## src/rtl/core_pkg.sv

```systemverilog
// Shared front-end types and constants for the RISC-V core.
// Pure declarations: no latency, no backpressure.
package core_pkg;

  localparam int XLEN = 32;
  localparam logic [XLEN-1:0] NOP_INSTR = 32'h0000_0013;
  localparam logic [XLEN-1:0] PC_STEP   = 32'd4;

  typedef enum logic [1:0] {
    FETCH = 2'd0,
    WAIT  = 2'd1,
    VALID = 2'd2
  } fetch_state_t;

endpackage

```

## src/rtl/pc_reg.sv

```systemverilog
// Program counter with load enable and a PC+4 / redirect-target next-PC mux.
// Updates one cycle after load_en; no backpressure of its own.
module pc_reg
  import core_pkg::*;
#(
  parameter logic [XLEN-1:0] RESET_PC = '0
) (
  input  logic            clk,
  input  logic            rst,
  input  logic            load_en,
  input  logic            sel_target,
  input  logic [XLEN-1:0] pc_target,
  output logic [XLEN-1:0] pc
);

  logic [XLEN-1:0] pc_next;

  // Target low bits are dropped so the fetch address is always word aligned.
  always_comb begin
    pc_next = pc + PC_STEP;
    if (sel_target) begin
      pc_next = pc_target & ~32'h3;
    end
  end

  always_ff @(posedge clk or negedge rst) begin
    if (!rst) begin
      pc <= RESET_PC;
    end else if (load_en) begin
      pc <= pc_next;
    end
  end

endmodule

```

## src/rtl/instr_fetch_stage.sv

```systemverilog
// Fetch stage: PC, req/ack instruction-memory fetch, instruction register to decode.
// Best case one instruction per 3 cycles; holds Instr stable while Instr_Ready is low.
module instr_fetch_stage
  import core_pkg::*;
#(
  parameter logic [XLEN-1:0] RESET_PC = 32'h0000_0000,
  parameter int              MAX_WAIT = 16
) (
  input  logic        clk,
  input  logic        rst,
  output logic        IMem_Req,
  output logic [31:0] IMem_Addr,
  input  logic        IMem_Ack,
  input  logic [31:0] IMem_RD,
  input  logic        PCSrc,
  input  logic [31:0] PC_Target,
  input  logic        Instr_Ready,
  output logic        Instr_Valid,
  output logic [31:0] Instr,
  output logic [24:0] Imm_In,
  output logic [31:0] PC_Out,
  output logic [31:0] PCPlus4,
  output logic        Fetch_Err
);

  localparam int CNT_W = $clog2(MAX_WAIT + 1);
  localparam logic [CNT_W-1:0] WAIT_LIMIT = CNT_W'(MAX_WAIT);

  fetch_state_t     state;
  logic [XLEN-1:0]  pc;
  logic [XLEN-1:0]  addr_q;
  logic             flush;
  logic [CNT_W-1:0] wait_cnt;
  logic             pc_load;

  // Redirects always win; otherwise the PC only advances when decode takes the instruction.
  assign pc_load = PCSrc || ((state == VALID) && Instr_Ready);

  pc_reg #(
    .RESET_PC (RESET_PC)
  ) u_pc_reg (
    .clk        (clk),
    .rst        (rst),
    .load_en    (pc_load),
    .sel_target (PCSrc),
    .pc_target  (PC_Target),
    .pc         (pc)
  );

  // In WAIT the address is frozen even if a redirect has already moved the PC.
  assign IMem_Addr = (state == WAIT) ? addr_q : pc;
  assign Imm_In    = Instr[31:7];
  assign PCPlus4   = PC_Out + PC_STEP;

  always_ff @(posedge clk or negedge rst) begin
    if (!rst) begin
      state       <= FETCH;
      IMem_Req    <= 1'b0;
      Instr_Valid <= 1'b0;
      Instr       <= NOP_INSTR;
      PC_Out      <= RESET_PC;
      addr_q      <= RESET_PC;
      flush       <= 1'b0;
      wait_cnt    <= '0;
      Fetch_Err   <= 1'b0;
    end else begin
      case (state)
        FETCH: begin
          // The first cycle out of reset only raises the request.
          IMem_Req <= 1'b1;
          if (IMem_Req && !PCSrc) begin
            state  <= WAIT;
            addr_q <= pc;
          end
        end

        WAIT: begin
          if (IMem_Ack) begin
            wait_cnt <= '0;
            flush    <= 1'b0;
            if (flush || PCSrc) begin
              state <= FETCH;
            end else begin
              Instr       <= IMem_RD;
              PC_Out      <= pc;
              state       <= VALID;
              IMem_Req    <= 1'b0;
              Instr_Valid <= 1'b1;
            end
          end else begin
            if (PCSrc) begin
              flush <= 1'b1;
            end
            if (wait_cnt != WAIT_LIMIT) begin
              wait_cnt <= wait_cnt + CNT_W'(1);
            end
            if (wait_cnt == WAIT_LIMIT - CNT_W'(1)) begin
              Fetch_Err <= 1'b1;
            end
          end
        end

        VALID: begin
          if (PCSrc || Instr_Ready) begin
            state       <= FETCH;
            Instr_Valid <= 1'b0;
            IMem_Req    <= 1'b1;
          end
        end

        default: begin
          state <= FETCH;
        end
      endcase
    end
  end

endmodule

```

## config.mk

```make
export PLATFORM = sky130hd
export DESIGN_NAME = instr_fetch_stage
export DESIGN_NICKNAME = d
export VERILOG_FILES = /design/src/rtl/core_pkg.sv /design/src/rtl/pc_reg.sv /design/src/rtl/instr_fetch_stage.sv
export SDC_FILE = /design/constraint.sdc
export NUM_CORES = 1
export LEC_CHECK = 0
export BUFFER_PORTS_ARGS = -buffer_cell sky130_fd_sc_hd__buf_2
export CORE_MARGIN = 2
export CORE_UTILIZATION = 46
export DETAILED_ROUTE_END_ITERATION = 6
export PLACE_DENSITY = 0.72
export SYNTH_ARGS = -nofsm -noshare
export SYNTH_HDL_FRONTEND = slang
export SYNTH_SLANG_ARGS = --single-unit
```

## constraint.sdc

```tcl
create_clock -name clk -period 1.8 [get_ports clk]
set_input_delay 0.27 -clock clk [delete_from_list [all_inputs] [get_ports clk]]
set_output_delay 0.27 -clock clk [all_outputs]
set_load 0.005 [all_outputs]
```

# Word level (Yosys, flattened, before mapping)
# Index checks and enable logic that the tools add are counted.
# Widths: inputs -> output; s select.
# word_totals
wordCells	61
input_bits	69
reg_bits	139
out_inout_bits	156
# classes
bitwise	2
n_reduce_logical	19
addsub	3
muxes	19
eq_ne	8
# ops
operator	n
$add 32x3->32 const B	2
$mux 32	2
$mux 5	2
$reduce_and 3->1	3
$mux 1	8
$mux 2	4
$reduce_and 4->1	2
$ne 2x2->1 const B	3
$pmux 2 s3	1
$reduce_and 2->1	3
$reduce_bool 2->1	3
$add 5x1->5 const B	1
$eq 5x4->1 const B	1
$ne 5x5->1 const B	1
$logic_or 1x1->1	3
$pmux 1 s3	1
$reduce_bool 3->1	1
$eq 2x1->1 const B	1
$eq 2x2->1 const B	1
$logic_and 1x1->1	2
$logic_not 2->1	1
$ne 2x1->1 const B	1
$not 1->1	2
$pmux 1 s2	1
$logic_not 1->1	1

# Logic depth before layout (Yosys ltp)
# Gate-level depths: netlist (run 1).
# depth
word_depth	4
depth_mapped	7
depth_no_buf	7

# By module
# A second synthesis (run 1) with hierarchy kept.
# hier_totals
hier_cells	728
area_unflattened_um2	7434.6
# by_module_without_submodules
module	instances	area_per_inst_um2	seq_area_each_um2	cells_each
instr_fetch_stage	1	5363.9	2681.3	486
pc_reg	1	2070.7	750.7	242

# Worst setup path after synthesis (run 1)
# Ideal clock, no wire load.
# synth_timing
path_type	flip-flop to flip-flop
startpoint	register state[1]
endpoint	register Instr[10]
path_stages_with_launch	7
arrival_time_ps	1683
t_required_ps	1675
setup_slack_ps	-8
period_less_slack_ps	1808
cell_sequence	dfrtp_1 nand2b_1 buf_2 or4_4 buf_6 buf_6 mux2_4
# synth_between
elab_chain_len	2
# synth_rtl
element	line	source
start, declared	instr_fetch_stage.sv:29	fetch_state_t state;
start signal, assigned	instr_fetch_stage.sv:57	state <= FETCH;
start signal, assigned	instr_fetch_stage.sv:72	state <= WAIT;
start signal, assigned	instr_fetch_stage.sv:82	state <= FETCH;
$eq 2x1->1	instr_fetch_stage.sv:67	case (state)
$reduce_and 3->1 (no source line)	-	
end signal, assigned	instr_fetch_stage.sv:84	Instr <= IMem_RD;
end, declared	instr_fetch_stage.sv:19	output logic [31:0] Instr,
# No other way between the ends.
# A chain may end at the register's enable or synchronous reset.

# Final worst setup path (run 1)
# layout_timing
startpoint	register PC_Out[15]
endpoint	output port PCPlus4[26]
# layout_between
elab_chain_len	1
# layout_rtl
element	line	source
start, declared	instr_fetch_stage.sv:21	output logic [31:0] PC_Out,
start signal, assigned	instr_fetch_stage.sv:85	PC_Out <= pc;
$add 32x3->32	instr_fetch_stage.sv:53	assign PCPlus4 = PC_Out + PC_STEP;
end, declared	instr_fetch_stage.sv:22	output logic [31:0] PCPlus4,
# No other way between the ends.

==> summary.txt, run 1 <==
Floorplanning
  • Initial cell density of the core: 47.39%
  • I/O pin total: 225
  • Die span in y: 126.8 um
  • Die area: 16,080 um^2
  • Core ar.: 14,640 um^2
  • Die Wd: 126.8 um
  • Num rows: 44

Timing
  • Fin crit period: 2.335 ns
  • Worst-Margin Slew: 0.5058 ns
  • Setup violators final: 123
  • Setup Skew: 0.008498 ns
  • PnR worst setup slack: -0.5350 ns
  • WHS: 0.05188 ns
  • F_max: 428.3 MHz
  • Slew Viols, Final: 0
  • Slew HR: 66.28%
  • Unrepaired setup endpoints after global routing: true
  • Hold Vio Cnt, Final: 0
  • Fin crit share: 129.7%

Synth
  • Synth top area share: 46.88%
  • Post-synthesis sequential area ratio: 48.02%
  • Asr flop ratio synth: 100.0%
  • Post-Synthesis Cell Area: 6939 um^2
  • Synth Register Bits: 133
  • Synth cell count leaders: 135 x nand2_1, 130 x dfrtp_1, 59 x mux2_2
  • Top_reg_cell synth: dfrtp_1
  • Most common cell in the netlist: nand2_1
  • Synth warnings: 0
  • Cell accounting for the most synthesized area: dfrtp_1
  • Mapped Cells: 646
  • Top post-synthesis cells by area: dfrtp_1 47%, mux2_2 9.6%, mux2_4 7.6%
  • Synth unique cells: 46
  • EDFF count, synth: 0
  • Syn Area/Cell: 10.74 um^2

Clocking
  • Clock tree buffer depth: 2
  • Clk_lat worst skew: 0.43 ns
  • CTS buffer count: 17
  • Clock transition at the registers of the reported paths: 0.06 ns
  • CTS Sinks: 133
  • Clock Tree Root: clkbuf_16
  • CTS tree: done
  • H-tree depth: 4

Route
  • Initial DRT Pass Iterations: 5
  • Via count: 6,374
  • Met1 WL: 9.648 mm
  • Vias/cell: 5.533
  • # DRC: 0
  • DRT antenna net count: 0
  • Met2 WL: 11.98 mm
  • Number of DRC markers in iteration 0: 427
  • Final wirelength: 24.25 mm
  • Wirelength per Cell: 21.05 um
  • Highest metal layer with signal wires: met4
  • WL met3: 1.649 mm

Finish
  • # nets final: 1,030
  • Number of fill cells in the layout: 984
  • Synth-to-layout area growth: 53.23%
  • Layout Utilization: 72.61%
  • Largest reg by FF count: Instr
  • Diodes inserted: 0
  • Layout cell share with drive strength beyond 1: 62.29%
  • Max reg flops: 32
  • Post-route cell area: 10,630 um^2

Worst setup path
  • Crit Path Max Fanout: 4
  • Slowest cell on crit path: dfrtp_1
  • Setup Crit Path Kind: flip-flop to output port
  • CP Cell Sequence: and4_4 > nand4_1 > buf_6 > nor2_4 > buf_6 > nand3_2 > xnor2_1 > buf_2
  • Cell family with most CP delay: simple AND/OR/NAND/NOR gates
  • Critical Path Sink Type: output port
  • Critical path's most frequent cell: buf_6
  • Buf+Inv Stages, Crit Path: 3
  • WP data arrival: 2.06 ns
  • Startpoint types: flip-flop
  • Crit path largest cell delay: 0.38 ns
  • Critical path data required time: 1.53 ns

Status
  • Failing checks: setup timing
  • Status: finished, violations left

Power and ir drop
  • Switching Share: 35.08%
  • Max VDD drop: 0.9830 mV
  • Pwr/cell area: 1649 nW/um^2
  • Leak pwr: 5.371 nW
  • Power share of the clock group: 21.9%
  • Sequential fraction of design power: 29.8%
  • Comb power frac: 48.3%
  • NetSw: 6.151 mW
  • Pint: 11.38 mW

Placed design
  • Placement Cell Area: 8556 um^2
  • GPL Wtd Cong: 0.8071
  • Hpwl dp: 13.18 mm
  • # port buffers: 216

Worst hold path
  • Hold Crit Class: primary input to flip-flop

GRT
  • First-pass GRT wire length: 32.92 mm
  • Gr ovfl total: 0
  • Vias in the first global route: 6,106
  • Initial antenna violation count: 0
  • All-Layer GR Usage: 26.46%
  • Largest net degree at the start of global routing: 52

Flow run
  • Max Cap Viol: 0
## placed cells by master, fill, tap and decap left out, types with 7 or more instances in the layout
cell type  synthesis  layout
nand2_4            0      29
nand3_2            1       9
xnor2_1           28      22
dfrtp_1          130     129
buf_6              5      35
mux2_4            35      37
nand2_2            0      47
o21ai_0           30      23
nand4_1           15      15
mux2_2            59      57
buf_12             0       9
clkbuf_16          0      23
o21ai_1            3       7
and3_1            11      10
xor2_1            28      27
nand2_1          135      59
nor2_4             0       7
inv_1              9       9
buf_2              9     210
buf_4             31      79
nand3_1           31      20
## final timing paths
path | cells past startpoint | start | end | slack, ns
worst max-delay path | 8 | PC_Out[15] | PCPlus4[26] | -0.53
worst min-delay path | 3 | PC_Target[14] | u_pc_reg.pc[14] | 0.05
worst max register to register | 6 | state[1] | Instr[26] | -0.25
worst min register to register | 1 | Fetch_Err | Fetch_Err | 0.48
max in group asynchronous | 3 | rst | Instr[5] | 0.84
min in group asynchronous | 2 | rst | addr_q[14] | 0.36
## through the flow
step           TNS, ns  setup slack, ns  std cells  total power, mW
3_3_place_gp   -0.1306         -0.04677       1070            10.92
6_report        -26.78          -0.5350       1152            17.54
3_5_place_dp   -0.3679         -0.08018       1070            11.08
4_1_cts         -18.11          -0.4084       1130            16.51
5_1_grt         -32.32          -0.5563       1152            18.35
2_1_floorplan  -0.2187        -0.008100        651            8.395
## routing by layer
metal  vias to the layer above  global-route usage (%)
met4                         0                   11.64
met1                      3137                   34.41
li1                       2796                       -
met3                        76                   4.302
met5                         -                       0
met2                       365                   43.86
## tightest hold or removal path, cell delays in order
cell and delay [ns]:
buf_2 0.07, nand2_1 0.04, o21ai_1 0.06
## cell families (layout without fill, tap and decap cells)
| logic type | after synthesis | count (layout) | synth area share (%) |
|---|---|---|---|
| buf+inv | 71 | 387 | 6.239 |
| mux | 96 | 96 | 17.44 |
| simple gates | 240 | 241 | 16.88 |
| flops | 133 | 133 | 48.02 |
| xor+xnor | 56 | 56 | 7.068 |
| fa+ha+maj | 5 | 5 | 0.9016 |
| other cells | 1 | 6 | 0.05404 |
| compound gates | 44 | 44 | 3.408 |
## power groups by stage
stage	sequential [mW]	combinational, mW	clock (mW)
after CTS	5.06	7.61	3.85
final	5.22	8.47	3.84
after global routing	5.36	8.98	4.01
after floorplan	5.17	3.23	0
after global placement	4.97	5.96	0
after detailed placement	5.04	6.04	0
## final cells by class
type                       count  area [um^2]  area share [%]
multi-input combinational    448         3845           36.16
clock inverter                13        205.2           1.930
clock buffer                  18        439.2           4.130
sequential                   133         3333           31.35
inverter                       9        33.78          0.3177
timing repair buffer         347         2546           23.95
tap                          184        230.2           2.165
## timing repair
item,4_1_cts,5_1_grt
endpoints found under the setup margin,56,172
resized for setup,118,119
gates cloned,8,10
setup buffers,20,23
hold buffers,1,0
pin swaps,77,66
hold endpoints to repair,43,0
Power figures use the tool's default switching activity.
==> run 2, diff against run 1 <==
--- a/config.mk
+++ b/config.mk
@@ -5,11 +5,12 @@
 export SDC_FILE = /design/constraint.sdc
 export NUM_CORES = 1
 export LEC_CHECK = 0
+export ABC_AREA = 1
 export BUFFER_PORTS_ARGS = -buffer_cell sky130_fd_sc_hd__buf_2
 export CORE_MARGIN = 2
-export CORE_UTILIZATION = 46
+export CORE_UTILIZATION = 52
 export DETAILED_ROUTE_END_ITERATION = 6
-export PLACE_DENSITY = 0.72
+export PLACE_DENSITY = 0.77
 export SYNTH_ARGS = -nofsm -noshare
 export SYNTH_HDL_FRONTEND = slang
 export SYNTH_SLANG_ARGS = --single-unit
==> constraint.sdc (replaced) <==
create_clock -name clk -period 2.4 [get_ports clk]
set_input_delay 0.36 -clock clk [delete_from_list [all_inputs] [get_ports clk]]
set_output_delay 0.36 -clock clk [all_outputs]
set_load 0.01 [all_outputs]
==> summary.txt, run 2 <==
Worst setup path
  • Slowest cell on crit path: dfrtp_1
  • CP Cell Sequence: inv_1 > nor3_1 > nand2_1 > nor3_1 > xor2_1 > buf_2
  • Cell family with most CP delay: simple AND/OR/NAND/NOR gates
  • Startpoint types: flip-flop
  • Setup Crit Path Kind: flip-flop to output port
  • Buf+Inv Stages, Crit Path: 2 (-1)
  • Crit path largest cell delay: 0.44 ns (+0.06 ns)
  • Critical path's most frequent cell: nor3_1
  • Critical path data required time: 2.04 ns (+0.51 ns)
  • Crit Path Max Fanout: 5 (+1)
  • Critical Path Sink Type: output port
  • WP data arrival: 1.92 ns (-0.14 ns)

Synth
  • Synth warnings: 0 (unchanged)
  • Most common cell in the netlist: nand2_1
  • EDFF count, synth: 0 (unchanged)
  • Synth cell count leaders: 389 x nand2_1, 130 x dfrtp_1, 91 x nor2_1
  • Post-synthesis sequential area ratio: 44.82% (-3.2 points)
  • Top post-synthesis cells by area: dfrtp_1 44%, nand2_1 20%, o21ai_0 5.7%
  • Top_reg_cell synth: dfrtp_1
  • Synth top area share: 43.76% (-3.1 points)
  • Post-Synthesis Cell Area: 7435 um^2 (+7.1%)
  • Syn Area/Cell: 7.303 um^2 (-32%)
  • Cell accounting for the most synthesized area: dfrtp_1
  • Synth unique cells: 36 (-22%)
  • Asr flop ratio synth: 100.0% (unchanged)
  • Synth Register Bits: 133 (unchanged)
  • Mapped Cells: 1,018 (+58%)

Power and ir drop
  • Comb power frac: 41.2% (-7.1 points)
  • Max VDD drop: 0.7638 mV (-22%)
  • Leak pwr: 4.727 nW (-12%)
  • NetSw: 4.634 mW (-25%)
  • Power share of the clock group: 22.1% (+0.2 points)
  • Switching Share: 42.17% (+7.1 points)
  • Total chip power: 10.99 mW (-37%)
  • Sequential fraction of design power: 36.8% (+7.0 points)
  • Pwr/cell area: 1205 nW/um^2 (-27%)
  • Pint: 6.356 mW (-44%)

Timing
  • Slew HR: 54.93% (-11 points)
  • Hold Vio Cnt, Final: 0 (unchanged)
  • Slew Viols, Final: 0 (unchanged)
  • F_max: 438.5 MHz
  • Setup Skew: 0.005889 ns (-0.002610 ns)
  • Unrepaired setup endpoints after global routing: false
  • Fin crit period: 2.281 ns
  • PnR worst setup slack: 0.1193 ns (+0.6542 ns)
  • Worst-Margin Slew: 0.6761 ns (+0.1703 ns)
  • Fin crit share: 95.03%
  • Final TNS setup: 0 ns (+26.78 ns)
  • Setup violators final: 0 (-100%)

Worst hold path
  • Hold Crit Class: primary input to flip-flop

Placed design
  • Pre-CTS setup slack: 0.4257 ns (+0.5059 ns)
  • # port buffers: 216 (unchanged)
  • Hpwl dp: 14.34 mm (+8.8%)
  • GPL Wtd Cong: 0.9115 (+13%)

Finish
  • Largest reg by FF count: Instr
  • Max reg flops: 32 (unchanged)
  • Diodes inserted: 0 (unchanged)
  • Commonest non-fill, non-tap cell in the layout: nand2_1
  • # nets final: 1,274 (+24%)
  • Number of fill cells in the layout: 1,279 (+30%)
  • Layout Utilization: 65.45% (-7.2 points)
  • Layout cell share with drive strength beyond 1: 26.05% (-36 points)
  • Most frequent cells in the layout: 389 x nand2_1, 215 x buf_2, 123 x dfrtp_1
  • Synth-to-layout area growth: 22.67%

Status
  • Status: finished, final reports clean

Route
  • DRT antenna net count: 0 (unchanged)
  • Number of DRC markers in iteration 0: 476 (+11%)
  • Final wirelength: 19.82 mm (-18%)
  • Vias/cell: 5.164 (-6.7%)
  • Initial DRT Pass Iterations: 7 (+2)
  • # DRC: 0 (unchanged)
  • Wirelength per Cell: 14.23 um (-32%)
  • Via count: 7,193 (+13%)

GRT
  • First-pass GRT wire length: 31.33 mm (-4.8%)
  • Vias in the first global route: 6,450 (+5.6%)
  • All-Layer GR Usage: 26.50% (+0.046 points)
  • Largest net degree at the start of global routing: 75 (+44%)
  • Gr ovfl total: 0 (unchanged)
  • Initial antenna violation count: 1 (+1)

Floorplanning
  • Die Wd: 123.6 um (-2.6%)
  • Initial cell density of the core: 53.35% (+6.0 points)
  • I/O pin total: 225 (unchanged)
  • Num rows: 43 (-2.3%)
  • Die area: 15,270 um^2 (-5.1%)
  • Die span in y: 123.6 um (-2.6%)
  • Core ar.: 13,930 um^2 (-4.8%)

Flow run
  • Max Cap Viol: 0 (unchanged)

Clocking
  • Clock transition at the registers of the reported paths: 0.06 ns (about the same)
  • CTS buffer count: 17 (unchanged)
  • CTS tree: done
  • Clock Tree Root: clkbuf_16
  • CTS Sinks: 133 (unchanged)
  • H-tree depth: 4 (unchanged)
  • Clk_lat worst skew: 0.42 ns (about the same)
  • Clock tree buffer depth: 2 (unchanged)
==> run 2: changes by cell type after synthesis, moves of 21 or more <==
cell	before	now
nand2_1	135	389
o21ai_0	30	84
inv_1	9	72
mux2_2	59	0
xnor2_1	28	7
mux2_4	35	0
nor2_1	13	91
==> run 2: power groups by stage <==
| stage | Clock (mW) | Combinational (mW) | Sequential [mW] |
|---|---|---|---|
| final | 2.42 | 4.52 | 4.04 |
| after global routing | 2.57 | 5.09 | 4.16 |
| after CTS | 2.46 | 4.53 | 4.00 |
| after detailed placement | 0 | 4.49 | 4.02 |
| after global placement | 0 | 4.41 | 3.98 |
| after floorplan | 0 | 2.70 | 4.08 |
==> run 2: per-stage QoR <==
step           instances  instance area, um^2  hold WS (ns)
2_1_floorplan       1023                 7453       0.06441
3_5_place_dp        1359                 8464        0.4384
4_1_cts             1392                 9032        0.1169
3_3_place_gp        1359                 8464        0.4399
6_report            1393                 9120        0.1294
5_1_grt             1393                 9120        0.1292
==> run 2: routing by layer <==
metal  GRT usage [%]  part of all wire (%)
met4           8.168                   1.6
met3           6.502                   6.4
met5               0                 0.066
met1           37.27                    45
met2           40.73                    47
==> run 2: worst min-delay path: stages <==
cell and delay, ns:
buf_2 0.07, nand2_1 0.04, nand2_1 0.04
==> run 2: layout make-up <==
type                            instances  area (um^2)  share of cell area (%)
Tap cell                              180        225.2                   2.469
Inverter                               76        285.3                   3.128
Clock buffer                           20        446.7                   4.898
Clock inverter                         12        106.4                   1.166
Timing Repair Buffer                  226         1236                   13.55
Multi-Input combinational cell        746         3480                   38.15
Sequential cell                       133         3341                   36.63
==> run 2: cell families after synthesis <==
group	Yosys count	synth area share (%)
buffers and inverters	144	9.795
AO/OA/AOI/OAI	140	10.37
adder cells (fa/ha/maj)	5	0.8415
XOR/XNOR	23	2.709
other	1	0.05044
flip-flops	133	44.82
AND/OR/NAND/NOR	572	31.42
==> run 2: worst paths after layout <==
path | endpoint | slack, ns | cells after the start | startpoint
worst max-delay path | PCPlus4[22] | 0.12 | 6 | PC_Out[15]
worst min-delay path | Instr[15] | 0.13 | 3 | IMem_RD[15]
worst max register to register | Instr[18] | 0.65 | 7 | state[1]
worst min register to register | Fetch_Err | 0.46 | 1 | Fetch_Err
max in group asynchronous | PC_Out[14] | 1.14 | 3 | rst
min in group asynchronous | u_pc_reg.pc[5] | 0.52 | 2 | rst
==> run 2: repair_timing <==
action,CTS,global route
resized for setup,1,25
hold buffers,1,0
setup endpoints to repair,1,19
pin swaps,0,1
endpoints found under the hold margin,22,0
buffers inserted,0,1
==> run 3, diff against run 2 <==
--- a/config.mk
+++ b/config.mk
@@ -8,9 +8,9 @@
 export ABC_AREA = 1
 export BUFFER_PORTS_ARGS = -buffer_cell sky130_fd_sc_hd__buf_2
 export CORE_MARGIN = 2
-export CORE_UTILIZATION = 52
+export CORE_UTILIZATION = 30
 export DETAILED_ROUTE_END_ITERATION = 6
-export PLACE_DENSITY = 0.77
+export PLACE_DENSITY = 0.47
 export SYNTH_ARGS = -nofsm -noshare
 export SYNTH_HDL_FRONTEND = slang
 export SYNTH_SLANG_ARGS = --single-unit
==> summary.txt, run 3 (synthesis results as in run 2) <==
Status
  • Status: finished, final reports clean

Timing
  • Setup violators final: 0 (unchanged)
  • Unrepaired setup endpoints after global routing: true
  • Hold Vio Cnt, Final: 0 (unchanged)
  • Worst-Margin Slew: 0.5964 ns (-0.07970 ns)
  • Setup Skew: 0.007502 ns (+0.001614 ns)
  • Slew Viols, Final: 0 (unchanged)
  • F_max: 440.9 MHz (+0.57%)
  • WHS: 0.1381 ns (+0.008691 ns)
  • Fin crit period: 2.268 ns (-0.01283 ns)
  • Fin crit share: 94.50% (-0.53 points)
  • Slew HR: 60.24% (+5.3 points)

Route
  • Met2 WL: 10.20 mm (+10%)
  • Met1 WL: 11.37 mm (+27%)
  • Via count: 7,020 (-2.4%)
  • WL met3: 1.347 mm (+5.6%)
  • Highest metal layer with signal wires: met4
  • Number of DRC markers in iteration 0: 422 (-11%)
  • Wirelength per Cell: 14.95 um (+5.1%)
  • Initial DRT Pass Iterations: 5 (-2)
  • Vias/cell: 4.538 (-12%)
  • Final wirelength: 23.13 mm (+17%)
  • # DRC: 0 (unchanged)
  • DRT antenna net count: 0 (unchanged)

Finish
  • Synth-to-layout area growth: 27.21%
  • Layout cell share with drive strength beyond 1: 27.06% (+1.0 points)
  • Commonest non-fill, non-tap cell in the layout: nand2_1
  • Diodes inserted: 0 (unchanged)
  • Largest reg by FF count: Instr
  • Max reg flops: 32 (unchanged)
  • Layout Utilization: 38.89% (-27 points)
  • Most frequent cells in the layout: 389 x nand2_1, 215 x buf_2, 118 x dfrtp_1
  • # nets final: 1,284 (+0.78%)
  • Post-route cell area: 9458 um^2 (+3.7%)
  • Non-Filler Instances: 1,547 (+11%)

GRT
  • Vias in the first global route: 6,666 (+3.3%)
  • Largest net degree at the start of global routing: 62 (-17%)
  • Gr ovfl total: 0 (unchanged)
  • First-pass GRT wire length: 36.52 mm (+17%)
  • Initial antenna violation count: 0 (-1)
  • All-Layer GR Usage: 17.90% (-8.6 points)

Worst hold path
  • Hold Crit Class: primary input to flip-flop

Clocking
  • Clock tree buffer depth: 2 (unchanged)
  • CTS tree: done
  • H-tree depth: 4 (unchanged)
  • Clk_lat worst skew: 0.42 ns (about the same)
  • Clock transition at the registers of the reported paths: 0.06 ns (about the same)
  • CTS Sinks: 133 (unchanged)
  • CTS buffer count: 17 (unchanged)
  • Clock Tree Root: clkbuf_16

Worst setup path
  • WP data arrival: 1.91 ns (about the same)
  • Startpoint types: flip-flop
  • Slowest cell on crit path: dfrtp_1
  • Setup Crit Path Kind: flip-flop to output port
  • Critical path's most frequent cell: nand2_1
  • Crit Path Max Fanout: 6 (+1)
  • Critical Path Sink Type: output port
  • Critical path data required time: 2.04 ns (about the same)
  • Crit path largest cell delay: 0.51 ns (+0.07 ns)
  • CP Cell Sequence: nand2_1 > nor2_1 > nand2_1 > nor2_2 > xor2_1 > buf_2

Floorplanning
  • Die area: 26,060 um^2 (+71%)
  • I/O pin total: 225 (unchanged)
  • Num rows: 57 (+33%)
  • Die span in y: 161.4 um (+31%)
  • Initial cell density of the core: 30.57% (-23 points)
  • Die Wd: 161.4 um (+31%)
  • Core ar.: 24,320 um^2 (+75%)

Placed design
  • # port buffers: 216 (unchanged)
  • Dpl cells: 1,512 (+11%)
  • GPL Wtd Cong: 0.8589 (-5.8%)
  • Placement Cell Area: 8698 um^2 (+2.8%)
  • Hpwl dp: 17.67 mm (+23%)

Flow run
  • Max Cap Viol: 0 (unchanged)

Power and ir drop
  • Leak pwr: 4.794 nW (+1.4%)
  • Total chip power: 11.53 mW (+4.9%)
  • Max VDD drop: 0.4296 mV (-44%)
  • Pwr/cell area: 1219 nW/um^2 (+1.1%)
## run 3: path summary, 6_finish.rpt
check,end,startpoint,slack (ns),depth (start not counted)
max,PCPlus4[13],PC_Out[6],0.13,6
min,Instr[21],IMem_RD[21],0.14,3
max reg2reg,Instr[4],state[1],0.63,7
min reg2reg,Instr[1],Instr[1],0.47,2
max in group asynchronous,addr_q[27],rst,1.28,3
min in group asynchronous,PC_Out[24],rst,0.50,2
## run 3: area by class of cell
type / count / area, um^2
Clock buffer: 17 / 425.4
Clock inverter: 15 / 206.4
Fill cell: 2581 / 14860
Inverter: 76 / 285.3
Multi-Input combinational cell: 746 / 3486
Sequential cell: 133 / 3347
Tap cell: 324 / 405.4
Timing Repair Buffer: 236 / 1303
## run 3: critical path: cells and delay by family, from the launching register on
kind / cells / cell delay [ns]
xor+xnor: 1 / 0.21
buf+inv: 1 / 0.16
simple gates: 4 / 0.61
flops: 1 / 0.51
## run 3: per-stage QoR
stage          setup WS [ns]  setup TNS (ns)
2_1_floorplan         0.5951               0
3_3_place_gp          0.4016               0
3_5_place_dp          0.3730               0
4_1_cts             0.004368               0
5_1_grt             -0.02910        -0.04161
6_report              0.1321               0
## run 3: what timing repair did
item / in CTS / in global routing
endpoints found under the hold margin: 48 / 0
setup buffers: 0 / 2
gates resized for setup: 4 / 29
hold buffers: 1 / 0
cloned: 0 / 0
pin swaps: 0 / 2
setup endpoints to repair: 8 / 19
## run 3: layer usage
metal  GRT usage (%)  up-vias
met5               0        -
met1           25.62     3211
met4           4.180        0
li1                -     3586
met3           3.955       12
met2           27.60      211
## run 3: power by group
part | internal, mW | leakage (nW) | total (mW) | switching [mW]
Sequential | 3.16 | 1.62 | 4.03 | 0.865
Clock | 1.74 | 0.292 | 2.80 | 1.05
Combinational | 1.80 | 2.88 | 4.70 | 2.90
Total | 6.71 | 4.79 | 11.5 | 4.82
